`src/rtl/imem_responder.sv`:
```
// Instruction memory responder: serves a 16-bit word LATENCY cycles after a fetch request,
// holding stall to fetch meanwhile. Optional misaligned-fetch error via IMEM_ALIGN_ERR_EN.
module imem_responder #(
  parameter int unsigned ADDR_W  = 8,
  parameter int unsigned LATENCY = 3
) (
  input  logic        clk,
  input  logic        rst,
  input  logic        req,
  input  logic [15:0] addr,
  output logic        stall,
  output logic        done,
  output logic [15:0] instr,
  output logic        err,
  input  logic        wr_en,
  input  logic [15:0] wr_addr,
  input  logic [15:0] wr_data
);

  localparam int unsigned DEPTH    = 2 ** ADDR_W;
  // Countdown preload: BUSY lasts LATENCY-1 cycles, DONE entered when count reaches zero
  localparam logic [3:0]  CNT_LOAD = 4'(LATENCY - 2);

  typedef enum logic [1:0] {IDLE, BUSY, DONE} state_t;

  state_t            state, state_nxt;
  logic [3:0]        cnt;
  logic [ADDR_W-1:0] lat_idx;
  logic [ADDR_W-1:0] rd_idx;
  logic              rd_mis;
  logic              accept;
  logic              unused_bits;
  logic [15:0]       mem [DEPTH];

  // State register
  always_ff @(posedge clk) begin
    if (rst) state <= IDLE;
    else     state <= state_nxt;
  end

  // Next-state logic
  always_comb begin
    state_nxt = state;
    case (state)
      IDLE: if (req) state_nxt = (LATENCY == 1) ? DONE : BUSY;
      BUSY: if (cnt == 4'd0) state_nxt = DONE;
      DONE: state_nxt = IDLE;
      default: state_nxt = IDLE;
    endcase
  end

  // Combinational outputs; a single-cycle accept reads the live address
  always_comb begin
    accept = (state == IDLE) && req;
    stall  = accept || (state == BUSY);
    rd_idx = (state == IDLE) ? addr[ADDR_W:1] : lat_idx;
  end

`ifdef IMEM_ALIGN_ERR_EN
  logic lat_mis;

  assign rd_mis = (state == IDLE) ? addr[0] : lat_mis;

  always_ff @(posedge clk) begin
    if (rst) begin
      lat_mis <= 1'b0;
      err     <= 1'b0;
    end else begin
      if (accept) lat_mis <= addr[0];
      err <= (state_nxt == DONE) && rd_mis;
    end
  end
`else
  assign rd_mis = 1'b0;
  assign err    = 1'b0;
`endif

  // Transaction datapath; instr reads before any same-edge write lands
  always_ff @(posedge clk) begin
    if (rst) begin
      cnt     <= 4'd0;
      lat_idx <= '0;
      done    <= 1'b0;
      instr   <= 16'h0000;
    end else begin
      if (accept) begin
        lat_idx <= addr[ADDR_W:1];
        cnt     <= CNT_LOAD;
      end else if ((state == BUSY) && (cnt != 4'd0)) begin
        cnt <= cnt - 4'd1;
      end
      done <= (state_nxt == DONE);
      if (state_nxt == DONE) instr <= rd_mis ? 16'h0000 : mem[rd_idx];
    end
  end

  // Preload port; array is never cleared by reset
  always_ff @(posedge clk) begin
    if (wr_en) mem[wr_addr[ADDR_W:1]] <= wr_data;
  end

  assign unused_bits = ^{addr, wr_addr};

endmodule

```
`config.mk`:
```
export PLATFORM = sky130hd
export DESIGN_NAME = imem_responder
export DESIGN_NICKNAME = d
export VERILOG_FILES = /design/src/rtl/imem_responder.sv
export SDC_FILE = /design/constraint.sdc
export NUM_CORES = 2
export LEC_CHECK = 0
export BUFFER_PORTS_ARGS = -buffer_cell sky130_fd_sc_hd__buf_4
export CORE_MARGIN = 4
export CORE_UTILIZATION = 55
export DETAILED_ROUTE_END_ITERATION = 10
export PLACE_DENSITY = 0.71
export REMOVE_ABC_BUFFERS = 1
export SYNTH_ARGS = -nofsm -noshare
export SYNTH_HDL_FRONTEND = slang
export SYNTH_SLANG_ARGS = --single-unit
```
`constraint.sdc`:
```
create_clock -name clk -period 3.35 [get_ports clk]
set_input_delay 0.67 -clock clk [delete_from_list [all_inputs] [get_ports clk]]
set_output_delay 0.67 -clock clk [all_outputs]
set_load 0.02 [all_outputs]
```
# Word-level counts from Yosys, hierarchy flattened
# Memories as Yosys holds them, arrays and structs flattened. A register that Yosys moved wholly into a read port is not among the register bits.
# Cells that the tools add are included.
dict set report op_classes {
  addsub 1
  n_eq_ne 2
  n_mux 8
  reduce_logical 8
}
# operator count
set ops {}
lappend ops {{$mux W8} 1}
lappend ops {{$logic_not A4 Y1} 1}
lappend ops {{$mux W1} 4}
lappend ops {{$mux W2} 2}
lappend ops {{$pmux W2 S2} 1}
lappend ops {{$reduce_bool A4 Y1} 1}
lappend ops {{$sub A4 B1 Y4 const B} 1}
lappend ops {{$eq A2 B1 Y1 const B} 1}
lappend ops {{$eq A2 B2 Y1 const B} 1}
lappend ops {{$logic_and A1 B1 Y1} 2}
lappend ops {{$logic_not A2 Y1} 1}
lappend ops {{$reduce_bool A2 Y1} 1}
lappend ops {{$reduce_or A2 Y1} 1}
lappend ops {{$logic_or A1 B1 Y1} 1}
dict set report totals {
  ff_bits 15
  mem_bits_rw 4096
  out_inout_bits 19
  mem_count 1
}
# memory depth word_bits rd rd_ports_with_merged_regs write_ports line_no
set memory_table {}
lappend memory_table {mem 256 16 1 1 1 33} ;# logic [15:0] mem [DEPTH];

# Logic depth before layout (Yosys ltp)
dict set report depth {
  ltp_word 4
  depth_mapped 17
  ltp_nobuf 9
}

# Worst setup path before layout
# OpenSTA, ideal clock, no wires.
dict set report synth_timing {
  kind {input-to-reg}
  start {input port addr[1]}
  end {register instr[5] (read register of mem)}
  t_arrival_ps 3009
  required_time_ps 3276
  setup_slack_ps 267
  cell_stages 13
  path_cell_list {or3b_4 and2_1 clkbuf_2 buf_6 buf_6 buf_6 mux2i_1 a221oi_1 o21ai_0 a211oi_1 a211oi_1 a311o_1 a31oi_1}
}
dict set report synth_between {
  elab_chain_cells 1
}
# element line_no
set synth_lines {}
lappend synth_lines {{start: declaration} 10} ;# input logic [15:0] addr,
lappend synth_lines {{$mux W8} 56} ;# rd_idx = (state == IDLE) ? addr[ADDR_W:1] : lat_idx;
lappend synth_lines {{end: declaration} 13} ;# output logic [15:0] instr,
# Every way passes these cells.
# A chain may end at the register's enable or synchronous reset.

# Worst setup path after layout
dict set report layout_timing {
  start {register state[0]}
  end {register instr[11] (read register of mem)}
}
dict set report layout_between {
  elab_chain_cells 3
  word_cells_on_any_way 7
  classes_between {eq/ne (2); mux (4); reduce/logical (1)}
}
# element line_no
set layout_lines {}
lappend layout_lines {{start: declaration} 26} ;# state_t state, state_nxt;
lappend layout_lines {{start signal: assignment} 38} ;# else state <= state_nxt;
lappend layout_lines {{$eq A2 B1 Y1, or another cell as far along} 44} ;# case (state)
lappend layout_lines {{$pmux W2 S2} 44}
lappend layout_lines {{$eq A2 B2 Y1} 93} ;# if (state_nxt == DONE) instr <= rd_mis ? 16'h0000 : mem[rd_idx];
# Several ways; a longest one is shown, not always the timed one.

==> summary.md <==
| Metric | Value |
|---|---|
| CP required | `4.22 ns` |
| Clock sink count | `4127` |
| Max H-tree Level | `5` |
| Vias in the first global route | `103k` |
| Final HPWL DP | `312 mm` |
| Max incr delay on CP | `0.56 ns` |
| Max-slew violations | `0` |
| Post-synth top area share | `76.4%` |
| Worst slew pin tran | `1.17 ns` |
| Fillers | `19.4k` |
| Cell variety after synth | `76` |
| Syn Inst Count | `11.1k` |
| Crit. End Element | `flop` |
| First-pass GRT wire length | `717 mm` |
| Crit start category | `flop` |
| Initial antenna violation count | `32` |
| Final Critical Period | `3.72 ns` |
| Cell Rows | `198` |
| Cell Area, Synth | `161000 um2` |
| CTS tree | `done` |
| Tot Pwr | `116 mW` |
| Sequential area share after synthesis | `76.8%` |
| Area leader, netlist | `edfxtp_1` |
| Most used DFF post-synth | `edfxtp_1` |
| Routed WL | `502 mm` |
| CP arrival | `4.58 ns` |
| Max Clock Freq | `0.269 GHz` |
| Buffers & Inverters on Critical Path | `7` |
| Die outline width | `549 um` |
| Total gr overflow | `0` |
| Drt pass-1 iters | `6` |
| CP most frequent cell | `buf_16` |
| Yosys warning total | `0` |
| Post-synth ARST share | `0%` |
| Leak | `66.1 nW` |
| Share of layout cells above drive strength 1 | `19.9%` |
| Max Cap Viol | `0` |
| Tcrit/Tclk final | `111%` |
| Commonest non-fill, non-tap cell in the layout | `edfxtp_1` |
| Worst min path class | `in -> reg` |
| Non-Filler Instances | `16.6k` |
| Cell Pwr Density | `606 nW/um2` |
| Io pins | `71` |
| Clock root buffer | `clkbuf_16` |
| Total GRT Usage | `32.7%` |
| Setup CP Type | `reg -> reg` |
| Worst skew pair latency | `0.98 ns` |
| Final setup margin | `-0.367 ns` |
| Hold Fails Final Rpt | `0` |
| DIE AREA | `302000 um2` |
| RSZ-0062 raised after global routing | `yes` |
| Clk_skew | `0.0649 ns` |
| #FFs+latches synth | `4127` |
| DR vias/cell | `6.41` |
| Drt drc | `0` |
| Clock input transition at the sequential cells of the worst setup and hold paths | `0.06 ns` |
| CP max stage cell | `nor4_4` |
| Placed Instances | `15.7k` |
| Routed Antenna Nets | `0` |
| Largest net degree at the start of global routing | `118` |
| Failing checks | `setup timing` |
| Die height | `549 um` |
| VDD IR max | `535 uV` |
| DR iter-0 viols | `18.1k` |
| Initial core utilization | `55.3%` |
| Worst-path cell chain | `buf_8, or3b_4, and2_4, buf_16, buf_16, buf_16, buf_6, mux2i_1, a32oi_1, nand4_1, a21oi_2, nor4_4, buf_4, nand3_2, buf_6, o311a_1` |
| Num CTS Buffers | `399` |
| Largest delay contributor family on the critical path | `simple AND/OR/NAND/NOR gates` |
| Area growth syn-to-layout | `19.2%` |
| Wire length per cell | `30.3 um` |
| Slew Limit Headroom | `22.1%` |
| Largest cells by area after synthesis | `edfxtp_1 76%, nand2_1 6.7%, nand3_1 3.1%` |
| Count of flip-flops with a built-in enable after synthesis | `4096` |
| Fin nets | `12.4k` |
| # setup viols final | `16` |
| Count of input and output buffers | `53` |
| Status | `finished with violations` |
| Clock Path Buffers | `4` |
| GP Congestion | `0.984` |
| Core region area | `291000 um2` |
| WHS | `0.137 ns` |
| Most frequent cells in the layout | `4096 x edfxtp_1, 2872 x nand2_1, 1271 x buf_4` |
| Maximum fanout along the worst path | `13` |
| Core Util, Final | `65.9%` |
| Vias post-DR | `106k` |
| Mean post-synth cell area | `14.5 um2` |
-- report_power, final --
group,total [mW],switching (mW),internal [mW]
Combinational,15.0,9.53,5.46
Sequential,57.0,0.108,56.9
Clock,44.4,19.4,25.0
Total,116,29.0,87.4
-- metrics by stage --
stage          setup WS, ns  area, um2  setup TNS, ns
2_1_floorplan        -43.06     158000        -660.31
3_3_place_gp          -1.55     177000         -14.02
3_5_place_dp          -1.35     177000         -13.74
4_1_cts              -0.314     191000          -3.59
5_1_grt              -0.401     192000          -5.27
6_report             -0.367     192000          -4.49
-- worst paths after layout --
check / from / endpoint / slack (ns) / cells past startpoint
worst min register to register: lat_idx[7] / lat_idx[7] / 0.46 / 2
worst max register to register: state[0] / instr[11] / -0.37 / 16
worst max-delay path: state[0] / instr[11] / -0.37 / 16
worst min-delay path: addr[2] / lat_idx[1] / 0.14 / 4
-- synth_stat cells (6+ instances only) --
| master | n |
|---|---|
| a2111oi_0 | 8 |
| a211o_1 | 7 |
| a211oi_1 | 84 |
| a21oi_1 | 111 |
| a221oi_1 | 22 |
| a22o_1 | 9 |
| a22oi_1 | 23 |
| a311o_1 | 6 |
| a311oi_1 | 16 |
| a31o_2 | 8 |
| a31oi_1 | 268 |
| a32oi_1 | 298 |
| and2_1 | 8 |
| and3_1 | 100 |
| buf_1 | 63 |
| buf_2 | 365 |
| buf_4 | 45 |
| buf_6 | 17 |
| clkbuf_1 | 236 |
| dfxtp_1 | 31 |
| edfxtp_1 | 4096 |
| mux2_2 | 6 |
| mux2i_1 | 374 |
| mux4_2 | 113 |
| nand2_1 | 2878 |
| nand2b_1 | 7 |
| nand3_1 | 1006 |
| nand4_1 | 245 |
| nor2_1 | 312 |
| nor2b_1 | 11 |
| nor3_1 | 47 |
| nor4_1 | 27 |
| o2111ai_1 | 14 |
| o211ai_1 | 14 |
| o21ai_0 | 91 |
| o21bai_1 | 7 |
| o221ai_1 | 8 |
| o22ai_1 | 20 |
| o31ai_1 | 6 |
| or4_1 | 6 |
-- area by class of cell --
| type | instances | area, um2 | share of cell area (%) |
|---|---|---|---|
| flip-flops and latches | 4127 | 124000 | 64.4 |
| inverters | 5 | 18.8 | 0.00977 |
| multi-input cells | 6218 | 35300 | 18.4 |
| clock inverters | 229 | 2350 | 1.22 |
| diodes | 18 | 45.0 | 0.0235 |
| clock buffers | 503 | 10500 | 5.46 |
| well taps | 3900 | 4880 | 2.54 |
| repair buffers | 1576 | 15400 | 8.01 |
-- cells by family after synthesis --
| logic type | count (synthesis) | synth area share, % |
|---|---|---|
| DFF | 4127 | 76.8 |
| and+or+nand+nor | 4669 | 12.4 |
| muxes | 493 | 3.95 |
| buffers and inverters | 732 | 2.17 |
| xor gates and xnor gates | 3 | 0.0163 |
| AOI/OAI and AO/OA | 1051 | 4.70 |
| adders and majority gates | 1 | 0.00777 |
| other | 1 | 0.00233 |
-- metal layers --
metal  global-route usage (%)  wire (um)  vias up
li1                         -          -    44500
met1                     43.8     174000    52300
met2                     49.7     227000     8105
met3                     8.18      69300     1412
met4                     17.9      32200       10
met5                        0         63        -
-- worst register-to-register path, cell delays in order (launching register included) --
cell and delay (ns):
dfxtp_4 0.34, buf_8 0.13, or3b_4 0.46, and2_4 0.25, buf_16 0.18, buf_16 0.19, buf_16 0.17, buf_6 0.14
mux2i_1 0.15, a32oi_1 0.07, nand4_1 0.27, a21oi_2 0.14, nor4_4 0.56, buf_4 0.21, nand3_2 0.08, buf_6 0.17
o311a_1 0.10
-- sequential cells by signal, indices dropped and copies added (netlist names) --
signal	flops
instr	16
cnt	4
done	1
lat_idx	8
mem	4096
state	2
-- timing repair --
action / in CTS / in global routing
buffers inserted: 46 / 26
cloned: 13 / 3
endpoints found under the hold margin: 5 / 0
hold buffers: 5 / 0
pin swaps: 51 / 56
endpoints found under the setup margin: 16 / 16
resized for setup: 217 / 74
(Power assumes the default switching activity.)
